File: src/rtl/i2s_msb_receiver.sv
`default_nettype none
`timescale 1ns/1ps
// ============================================================================
//  Module      : i2s_msb_receiver
//  Description : Slave receiver for an MSB-justified I2S stream. Oversamples
//                bclk/lrclk/data in the clk_x4_i domain and writes each bit
//                into a 1-bit circular frame RAM (256 bits per page). It also
//                publishes the page index of the last fully received frame.
//  Revision    : 1.0 - initial release
// ============================================================================
module i2s_msb_receiver #(
   parameter int CIRC_BUF_BITS = 3,
   parameter int BCLK_TIMEOUT  = 64
) (
   input  logic                       clk_x4_i,
   input  logic                       rst_ni,
   input  logic                       rx_enable_i,
   input  logic                       i2s_bclk_i,
   input  logic                       i2s_lrclk_i,
   input  logic                       i2s_data_i,
   output logic [CIRC_BUF_BITS+7:0]   ram_write_addr_o,
   output logic                       ram_data_o,
   output logic                       ram_we_o,
   output logic [CIRC_BUF_BITS-1:0]   last_good_frame_idx_o,
   output logic                       rx_locked_o,
   output logic                       rx_error_o
);

   // Last count value of the bclk watchdog; reaching it without an edge trips.
   localparam logic [7:0]               c_TO_LAST   = 8'(BCLK_TIMEOUT - 1);
   // Writer starts one page ahead of the published index.
   localparam logic [CIRC_BUF_BITS-1:0] c_FRAME_ONE = CIRC_BUF_BITS'(1);

   typedef enum logic [1:0] {
      StIdle    = 2'd0,
      StHunt    = 2'd1,
      StReceive = 2'd2
   } state_t;

   state_t                      r_state;
   state_t                      w_state_next;

   logic                        r_bclk_s1, r_bclk_s2, r_bclk_s3;
   logic                        r_lrclk_s1, r_lrclk_s2;
   logic                        r_data_s1, r_data_s2;
   logic                        r_lr_prev;
   logic                        r_lr_prev_vld;
   logic [7:0]                  r_to_cnt;
   logic [7:0]                  r_bit_idx;
   logic [CIRC_BUF_BITS-1:0]    r_wr_frame;
   logic [CIRC_BUF_BITS+7:0]    r_addr;
   logic                        r_data;
   logic                        r_we;
   logic                        r_err;
   logic                        r_locked;
   logic [CIRC_BUF_BITS-1:0]    r_last_good;

   logic                        w_bclk_rise;
   logic                        w_wr_en;
   logic [7:0]                  w_wr_idx;
   logic                        w_err;
   logic                        w_start;
   logic                        w_adv;
   logic                        w_timeout_hit;
   logic                        w_cnt_clr;

   assign w_bclk_rise = r_bclk_s2 & ~r_bclk_s3;
   assign w_cnt_clr   = (r_state == StIdle) || !rx_enable_i || w_bclk_rise || w_timeout_hit;

   // Two-flop synchronizers for the external pins plus a bclk edge register.
   always_ff @(posedge clk_x4_i or negedge rst_ni) begin
      if (!rst_ni) begin
         r_bclk_s1  <= 1'b0;
         r_bclk_s2  <= 1'b0;
         r_bclk_s3  <= 1'b0;
         r_lrclk_s1 <= 1'b0;
         r_lrclk_s2 <= 1'b0;
         r_data_s1  <= 1'b0;
         r_data_s2  <= 1'b0;
      end else begin
         r_bclk_s1  <= i2s_bclk_i;
         r_bclk_s2  <= r_bclk_s1;
         r_bclk_s3  <= r_bclk_s2;
         r_lrclk_s1 <= i2s_lrclk_i;
         r_lrclk_s2 <= r_lrclk_s1;
         r_data_s1  <= i2s_data_i;
         r_data_s2  <= r_data_s1;
      end
   end

   // Remember lrclk at the previous bclk edge; a timeout forgets it so a
   // fresh high-then-low pair is needed before locking again.
   always_ff @(posedge clk_x4_i or negedge rst_ni) begin
      if (!rst_ni) begin
         r_lr_prev     <= 1'b0;
         r_lr_prev_vld <= 1'b0;
      end else if (w_bclk_rise) begin
         r_lr_prev     <= r_lrclk_s2;
         r_lr_prev_vld <= 1'b1;
      end else if (w_timeout_hit) begin
         r_lr_prev_vld <= 1'b0;
      end
   end

   // Watchdog: cycles elapsed since the last bclk edge while hunting/receiving.
   always_ff @(posedge clk_x4_i or negedge rst_ni) begin
      if (!rst_ni) begin
         r_to_cnt <= 8'd0;
      end else if (w_cnt_clr) begin
         r_to_cnt <= 8'd0;
      end else begin
         r_to_cnt <= r_to_cnt + 8'd1;
      end
   end

   // State register.
   always_ff @(posedge clk_x4_i or negedge rst_ni) begin
      if (!rst_ni) begin
         r_state <= StIdle;
      end else begin
         r_state <= w_state_next;
      end
   end

   // Next-state and per-edge decisions: lock on lrclk fall, check slot parity.
   always_comb begin
      w_state_next  = r_state;
      w_wr_en       = 1'b0;
      w_wr_idx      = r_bit_idx;
      w_err         = 1'b0;
      w_start       = 1'b0;
      w_adv         = 1'b0;
      w_timeout_hit = 1'b0;
      if (!rx_enable_i) begin
         w_state_next = StIdle;
      end else begin
         case (r_state)
            StIdle: begin
               w_state_next = StHunt;
            end
            StHunt: begin
               if (w_bclk_rise) begin
                  if (r_lr_prev_vld && r_lr_prev && !r_lrclk_s2) begin
                     w_wr_en      = 1'b1;
                     w_wr_idx     = 8'd0;
                     w_start      = 1'b1;
                     w_state_next = StReceive;
                  end
               end else if (r_to_cnt == c_TO_LAST) begin
                  w_timeout_hit = 1'b1;
                  w_err         = 1'b1;
               end
            end
            StReceive: begin
               if (w_bclk_rise) begin
                  if (r_lrclk_s2 == r_bit_idx[5]) begin
                     w_wr_en = 1'b1;
                     w_adv   = 1'b1;
                  end else begin
                     w_err        = 1'b1;
                     w_state_next = StHunt;
                  end
               end else if (r_to_cnt == c_TO_LAST) begin
                  w_timeout_hit = 1'b1;
                  w_err         = 1'b1;
                  w_state_next  = StHunt;
               end
            end
            default: begin
               w_state_next = StIdle;
            end
         endcase
      end
   end

   // Bit position and write page; an abandoned partial page is reused.
   always_ff @(posedge clk_x4_i or negedge rst_ni) begin
      if (!rst_ni) begin
         r_bit_idx  <= 8'd0;
         r_wr_frame <= c_FRAME_ONE;
      end else begin
         if (w_start) begin
            r_bit_idx <= 8'd1;
         end else if (w_adv) begin
            r_bit_idx <= r_bit_idx + 8'd1;
         end else if (w_err) begin
            r_bit_idx <= 8'd0;
         end
         if (w_adv && (r_bit_idx == 8'hFF)) begin
            r_wr_frame <= r_wr_frame + c_FRAME_ONE;
         end
      end
   end

   // Registered RAM port, status strobes and the published frame index.
   always_ff @(posedge clk_x4_i or negedge rst_ni) begin
      if (!rst_ni) begin
         r_addr      <= '0;
         r_data      <= 1'b0;
         r_we        <= 1'b0;
         r_err       <= 1'b0;
         r_locked    <= 1'b0;
         r_last_good <= '0;
      end else begin
         r_we     <= w_wr_en;
         r_err    <= w_err;
         r_locked <= (r_state == StReceive);
         if (w_wr_en) begin
            r_addr <= {r_wr_frame, w_wr_idx};
            r_data <= r_data_s2;
         end
         if (r_we && (r_addr[7:0] == 8'hFF)) begin
            r_last_good <= r_addr[CIRC_BUF_BITS+7:8];
         end
      end
   end

   assign ram_write_addr_o      = r_addr;
   assign ram_data_o            = r_data;
   assign ram_we_o              = r_we;
   assign last_good_frame_idx_o = r_last_good;
   assign rx_locked_o           = r_locked;
   assign rx_error_o            = r_err;

endmodule
`default_nettype wire

File: config.mk
export PLATFORM = sky130hd
export DESIGN_NAME = i2s_msb_receiver
export DESIGN_NICKNAME = d
export VERILOG_FILES = /design/src/rtl/i2s_msb_receiver.sv
export SDC_FILE = /design/constraint.sdc
export NUM_CORES = 1
export LEC_CHECK = 0
export BUFFER_PORTS_ARGS = -buffer_cell sky130_fd_sc_hd__buf_4
export CORE_MARGIN = 4
export CORE_UTILIZATION = 55
export DETAILED_ROUTE_END_ITERATION = 8
export PLACE_DENSITY = 0.83
export RECOVER_POWER = 25
export SETUP_SLACK_MARGIN = 0.4
export SLEW_MARGIN = 20
export SYNTH_ARGS = -nofsm -noshare
export SYNTH_HDL_FRONTEND = slang
export SYNTH_SLANG_ARGS = --single-unit
File: constraint.sdc
create_clock -name clk_x4_i -period 2.75 [get_ports clk_x4_i]
set_input_delay 0 -clock clk_x4_i [delete_from_list [all_inputs] [get_ports clk_x4_i]]
set_output_delay 0 -clock clk_x4_i [all_outputs]
set_load 0.005 [all_outputs]
==> flow_summary_export.csv, run 1 <==
group,metric,value,unit
floorplanning,start_util,57.1,%
logic_synthesis,netlist_instances,178,
setup_path,cp-end-kind,"flop",
floorplanning,die_h,69.9,um
power_and_ir_drop,ir_drop,0.000326,V
sta,slew_headroom,25.4,%
routing,wl_per_cell,14.7,um
sta,period_share,78.4,%
logic_synthesis,synth_edf_count,0,
logic_synthesis,async_flop_share,100,%
power_and_ir_drop,power_density,516,mW/mm^2
floorplanning,num_rows,22,
global_route,overflow,0,
final_layout,multi_input_area,851,um^2
logic_synthesis,synth_seq_cells,48,
clocking,clock_latency,0.30,ns
routing,totalWireLength,3.77,mm
sta,worstMarginPinSlew,1.12,ns
hold_path,hold_depth,4,
final_layout,final_cell_mix,"dfrtp_1, buf_4, nand2_1",
final_layout,drive_gt1_share,21.5,%
logic_synthesis,synth-seq-area-share,57.1,%
hold_path,min_path_type,"in2reg",
power_and_ir_drop,pwr-share-clk,34.0,%
final_layout,syn_to_final_growth,16.4,%
place,hpwl,2.76,mm
power_and_ir_drop,power_switching,0.300,mW
clocking,cts-buffers-inserted,5,
logic_synthesis,netlist_area,0.00211,mm^2
logic_synthesis,yosysUniqueCellTypes,45,
global_route,gr-usage-all-layers,17.0,%
floorplanning,core_area,0.00369,mm^2
sta,finalMaxSlewViolations,0,
power_and_ir_drop,power.leakage,1.14,nW
global_route,grt_pass1_vias,1492,
status,status,"finished, final reports clean",
sta,min_period,2.16,ns
place,dpl_cell_area,0.00231,mm^2
final_layout,final_common_cell,"dfrtp_1",
logic_synthesis,synth_top_flop_cell,"dfrtp_1",
final_layout,n_antenna_cell,0,
clocking,post_cts_buffers,0,
clocking,clock_sinks,48,
final_layout,final_area,0.00245,mm^2
routing,firstDrtPassIters,4,
logic_synthesis,ys.warnings.count,0,
final_layout,fillers,290,
power_and_ir_drop,intPower,0.965,mW
sta,fin_skew,0.00536,ns
sta,rsz0062_at_grt,"false",
place,numPortBuffers,23,
logic_synthesis,syn_avg_cell_area,11.8,um^2
sta,hold_viol,0,
clocking,clk_pin_slew,0.09,ns
final_layout,nets,221,
sta,fmax,464,MHz
routing,drt_iter0_markers,83,
logic_synthesis,syn_nets,191,
routing,postRouteAntennaNets,0,
global_route,grt_pass1_wl,6.79,mm
hold_path,hold_path_startpoint,"rx_enable_i",
setup_path,critical_path_class,"reg2reg",
power_and_ir_drop,swShare,23.7,%
setup_path,arrival,2.34,ns
routing,vias,1476,
routing,vias_per_cell,5.74,
logic_synthesis,synth_area_leaders,"dfrtp_1, ha_1, a22o_1",
routing,drcViolationCount,0,
setup_path,cp.required,2.94,ns
logic_synthesis,yosysTopAreaCell,"dfrtp_1",
final_layout,regArea,0.00120,mm^2
sta,setup_viol,0,
clocking,cts_tree,"built",
clocking,cts_root_buf,"clkbuf_8",
job,drv_cap,0,
setup_path,reg2reg_to,"r_wr_frame[1]",
setup_path,startpoint_type,"flop",
setup_path,regToRegSetupSlack,0.59,ns
setup_path,worstReg2RegStart,"r_state[0]",
sta,tns,0,ns
clocking,clock_path_buffers,2,
global_route,grt_max_degree,49,
power_and_ir_drop,combPwrFrac,7.8,%
setup_path,reg2regPathDepth,6,
place,place.gp.congestion,0.879,
setup_path,critPathMaxFanout,7,
floorplanning,die_w,69.9,um
clocking,htree_levels,2,
logic_synthesis,yosysTopAreaCellShare,55.9,%
hold_path,min_to,"r_lr_prev_vld",
floorplanning,io_pins,24,
global_route,grt_antenna_before_repair,0,
floorplanning,dieArea,0.00488,mm^2
power_and_ir_drop,seq_power_share,58.3,%
## cells in the mapped netlist, types with 2 or more instances
cell and n:
dfrtp_1 47, nand2_1 12, nor2_1 10, nand3_1 9, a22o_1 8, ha_1 7, inv_1 7, o21ai_0 7
xor2_1 6, mux2_1 5, nand4_1 5, a21oi_1 4, nor3_1 4, a311oi_1 3, a31oi_1 3, and3_1 3
mux2_2 3, xnor2_1 3, nand4b_1 2, o211ai_1 2, o21ai_1 2, or2_2 2, or3_1 2
## state kept, by name (all words and copies together) (netlist names)
signal	cells
r_bclk_s3	1
r_lrclk_s2	1
ram_we_o	1
r_data_s2	1
r_lrclk_s1	1
r_bclk_s1	1
rx_locked_o	1
r_data_s1	1
r_lr_prev	1
rx_error_o	1
r_state	2
r_lr_prev_vld	1
ram_write_addr_o	11
ram_data_o	1
r_to_cnt	8
r_bit_idx	8
r_wr_frame	3
r_bclk_s2	1
last_good_frame_idx_o	3
## cell families (layout without fill, tap and decap cells)
family                   count (synthesis)  after routing  synth area share (%)
AO/OA/AOI/OAI                           35             35                  12.1
XOR/XNOR                                10             10                  4.52
adder cells (fa/ha/maj)                  7              7                  4.16
buffers and inverters                   12             43                  2.73
flip-flops                              48             48                  57.1
multiplexers                             8              8                  4.28
AND/OR/NAND/NOR                         58             58                  15.2
## stage by stage
step / hold WS, ns / util (%) / worst slack, ns / cells / power (mW)
after floorplan: -0.296 / - / 0.831 / 178 / 0.807
after global placement: 0.0259 / 62.7 / 0.663 / 245 / 0.840
after detailed placement: 0.0412 / 62.7 / 0.543 / 245 / 0.846
after CTS: 0.0699 / 66.4 / 0.534 / 257 / 1.28
after global routing: 0.102 / 66.5 / 0.472 / 257 / 1.32
final: 0.0712 / 66.5 / 0.595 / 257 / 1.27
## how the worst max path moves through the flow
stage / from / to / slack (ns)
3_5_place_dp: r_state[0] / ram_write_addr_o[10] / 0.54
6_report: r_state[0] / r_wr_frame[1] / 0.59
3_3_place_gp: r_state[0] / ram_write_addr_o[9] / 0.66
4_1_cts: r_state[0] / ram_write_addr_o[10] / 0.53
5_1_grt: r_state[0] / r_wr_frame[1] / 0.47
2_1_floorplan: r_state[0] / r_wr_frame[1] / 0.83
## per-layer routing
metal / wire length (um) / vias to the layer above / GRT usage, %
li1: - / 700 / -
met1: 1650 / 708 / 21.4
met2: 1820 / 55 / 29.0
met3: 219 / 13 / 4.60
met4: 80 / 0 / 4.47
met5: 0 / - / 0
## layout make-up
| cell class | count | share of cell area (%) |
|---|---|---|
| Clock buffer | 6 | 3.37 |
| Clock inverter | 2 | 0.613 |
| Inverter | 8 | 1.23 |
| Multi-Input combinational cell | 118 | 34.7 |
| Sequential cell | 48 | 49.1 |
| Tap cell | 48 | 2.45 |
| Timing Repair Buffer | 27 | 8.58 |
## critical path: stages (launching register included)
cell	delay (ns)
dfrtp_1	0.41
inv_1	0.10
ha_1	0.27
nand4b_2	0.28
nor4_2	0.42
and3_1	0.24
mux2_1	0.33
## power by group through the flow
stage	Combinational (mW)	Sequential, mW	Clock [mW]
after CTS	0.0997	0.737	0.443
after floorplan	0.0587	0.749	0
after global routing	0.109	0.740	0.469
after detailed placement	0.0949	0.752	0
after global placement	0.0891	0.751	0
final	0.0983	0.737	0.430
## what timing repair did
item	CTS	global route
endpoints found under the setup margin	0	12
hold buffers	4	0
hold endpoints to repair	50	0
gates resized for setup	0	1
Note: power is estimated with default switching activity, not from simulation.
==> inputs of run 2 (changes only) <==
--- a/config.mk
+++ b/config.mk
@@ -5,11 +5,12 @@
 export SDC_FILE = /design/constraint.sdc
 export NUM_CORES = 1
 export LEC_CHECK = 0
+export ABC_AREA = 1
 export BUFFER_PORTS_ARGS = -buffer_cell sky130_fd_sc_hd__buf_4
 export CORE_MARGIN = 4
-export CORE_UTILIZATION = 55
+export CORE_UTILIZATION = 52
 export DETAILED_ROUTE_END_ITERATION = 8
-export PLACE_DENSITY = 0.83
+export PLACE_DENSITY = 0.82
 export RECOVER_POWER = 25
 export SETUP_SLACK_MARGIN = 0.4
 export SLEW_MARGIN = 20
==> constraint.sdc (replaced) <==
create_clock -name clk_x4_i -period 1.8 [get_ports clk_x4_i]
set_input_delay 0 -clock clk_x4_i [delete_from_list [all_inputs] [get_ports clk_x4_i]]
set_output_delay 0 -clock clk_x4_i [all_outputs]
set_load 0.005 [all_outputs]
==> flow_summary_export.csv, run 2 <==
group,metric,value,unit
logic_synthesis,synth_seq_cells,48,
clocking,clk_pin_slew,0.08,ns
setup_path,critPathMaxFanout,8,
routing,postRouteAntennaNets,0,
logic_synthesis,yosysTopAreaCell,"dfrtp_1",
global_route,grt_pass1_vias,1839,
power_and_ir_drop,power_density,906,mW/mm^2
clocking,clock_sinks,48,
global_route,overflow,0,
logic_synthesis,synth-simple-area-share,31.6,%
place,post-place-cells,333,
logic_synthesis,synth_top_flop_cell,"dfrtp_1",
logic_synthesis,yosysTopAreaCellShare,52.4,%
sta,rsz0062_at_grt,"true",
sta,fmax,647,MHz
setup_path,cp.required,2.05,ns
final_layout,layout.cells.non_filler,365,
hold_path,min_path_type,"in2reg",
logic_synthesis,netlist_instances,262,
routing,totalWireLength,5.53,mm
logic_synthesis,synth-xor-area-share,2.34,%
sta,fin_skew,0.0113,ns
logic_synthesis,synth_edf_count,0,
clocking,cts-buffers-inserted,5,
logic_synthesis,synth_area_leaders,"dfrtp_1, nand2_1, nand3_1",
routing,firstDrtPassIters,4,
routing,wl_per_cell,15.2,um
routing,vias,1976,
global_route,grt_pass1_wl,8.07,mm
global_route,gr-usage-all-layers,18.9,%
clocking,clock_latency,0.31,ns
power_and_ir_drop,pwr-share-clk,24.7,%
logic_synthesis,netlist_area,0.00225,mm^2
sta,finalMaxSlewViolations,0,
sta,worstMarginPinSlew,1.17,ns
floorplanning,num_rows,23,
final_layout,final_common_cell,"nand2_1",
power_and_ir_drop,intPower,1.83,mW
setup_path,cp-end-kind,"flop",
clocking,cts_root_buf,"clkbuf_8",
power_and_ir_drop,power_switching,0.874,mW
floorplanning,die_w,73.7,um
power_and_ir_drop,power.leakage,1.54,nW
power_and_ir_drop,swShare,32.3,%
global_route,grt_max_degree,49,
final_layout,syn_to_final_growth,32.8,%
logic_synthesis,synth_compound_area_share,2.12,%
final_layout,n_antenna_cell,0,
logic_synthesis,synth_common_cells,"nand2_1, dfrtp_1, inv_1",
power_and_ir_drop,ir_drop,0.000584,V
logic_synthesis,synth_most_common_cell,"nand2_1",
final_layout,final_cell_mix,"nand2_1, dfrtp_1, buf_4",
job,drv_cap,0,
final_layout,multi_input_area,0.00111,mm^2
power_and_ir_drop,combPwrFrac,30.5,%
clocking,htree_levels,2,
power_and_ir_drop,seq_power_share,44.8,%
place,post-place-ws,0.174,ns
sta,tns,0,ns
floorplanning,start_util,55.0,%
place,place.gp.congestion,0.753,
logic_synthesis,synth.mux.area_fraction,0,%
logic_synthesis,yosysUniqueCellTypes,23,
logic_synthesis,ys.warnings.count,0,
floorplanning,die_h,73.7,um
final_layout,nets,327,
sta,hold_viol,0,
clocking,clock_path_buffers,2,
sta,setup_viol,0,
floorplanning,core_area,0.00409,mm^2
final_layout,fillers,254,
logic_synthesis,synth-seq-area-share,53.5,%
sta,period_share,85.8,%
place,numPortBuffers,23,
routing,vias_per_cell,5.41,
status,status,"finished, final reports clean",
routing,drcViolationCount,0,
final_layout,largest_reg_flops,11,
logic_synthesis,syn_nets,275,
floorplanning,io_pins,24,
logic_synthesis,syn_avg_cell_area,8.57,um^2
sta,slew_headroom,22.3,%
logic_synthesis,synthAdderAreaFrac,3.90,%
sta,timing.hold.ws,0.166,ns
logic_synthesis,async_flop_share,100,%
place,hpwl,2.88,mm
sta,worst_slack,0.255,ns
setup_path,regToRegSetupSlack,0.26,ns
sta,min_period,1.54,ns
floorplanning,dieArea,0.00543,mm^2
logic_synthesis,synth_top_family_by_area,"simple AND/OR/NAND/NOR gates",
final_layout,regArea,0.00120,mm^2
final_layout,fin_util,73.0,%
setup_path,startpoint_type,"flop",
final_layout,drive_gt1_share,32.1,%
clocking,cts_tree,"built",
global_route,grt_antenna_before_repair,0,
setup_path,arrival,1.79,ns
setup_path,critical_path_class,"reg2reg",
routing,drt_iter0_markers,184,
## run 2: cell count changes in the layout (fill, tap and decap cells not counted), sizes merged, moves of 6 or more
cell   previous run  this run
nand2            12        89
mux2              8         0
inv               8        30
nor2             11        25
a22o              8         0
buf              19        40
o21ai            10         4
nand3             9        30
## run 2: cells by family after synthesis
logic type	count (synthesis)
AND/OR/NAND/NOR	158
flip-flops	48
buffers and inverters	34
AO/OA/AOI/OAI	9
adder cells (fa/ha/maj)	7
XOR/XNOR	6
## run 2: worst paths after layout
| path | start | end | depth (start not counted) |
|---|---|---|---|
| worst max-delay path | r_state[0] | r_bit_idx[7] | 9 |
| worst min-delay path | rx_enable_i | r_state[0] | 4 |
| worst max register to register | r_state[0] | r_bit_idx[7] | 9 |
| worst min register to register | r_lrclk_s1 | r_lrclk_s2 | 0 |
| max in group asynchronous | rst_ni | r_bit_idx[5] | 2 |
| min in group asynchronous | rst_ni | r_bit_idx[5] | 2 |
## run 2: per-layer routing
metal  GRT usage, %  routed length, um
met5              0                  0
met4           7.24                113
met3           4.38                281
met2           30.6               2810
met1           24.4               2330
## run 2: critical path, cell delays in order (launching register included)
cell and delay (ns):
dfrtp_1 0.43, buf_6 0.14, ha_4 0.15, nand2_2 0.08
inv_2 0.06, nand3_4 0.13, inv_4 0.06, nor2_4 0.20
nand3_1 0.13, nand2_1 0.09
## run 2: final cells by class
cell class                 instances  area share (%)
clock buffer                       7            2.89
clock inverter                     1           0.294
inverter                          30            3.94
multi-input combinational        181            37.3
sequential                        48            40.4
tap                               50            2.10
timing repair buffer              48            13.1
## run 2: stage by stage
step           power, mW  cell area [um^2]
3_5_place_dp        1.66              2480
5_1_grt             2.84              2980
3_3_place_gp        1.65              2480
2_1_floorplan       1.50              2260
6_report            2.70              2980
4_1_cts             2.51              2830
## run 2: power groups by stage
stage                     clock network, mW  registers (mW)  logic (mW)
after global placement                    0            1.23       0.419
final                                 0.667            1.21       0.825
after detailed placement                  0            1.23       0.423
after CTS                             0.678            1.20       0.626
after floorplan                           0            1.22       0.278
after global routing                  0.721            1.22       0.898
## run 2: repair_timing
action	4_1_cts	5_1_grt
setup endpoints to repair	35	35
hold buffers	4	0
gates resized for setup	28	30
pin swaps	8	14
hold endpoints to repair	50	0
gates cloned	0	1
setup buffers	14	5
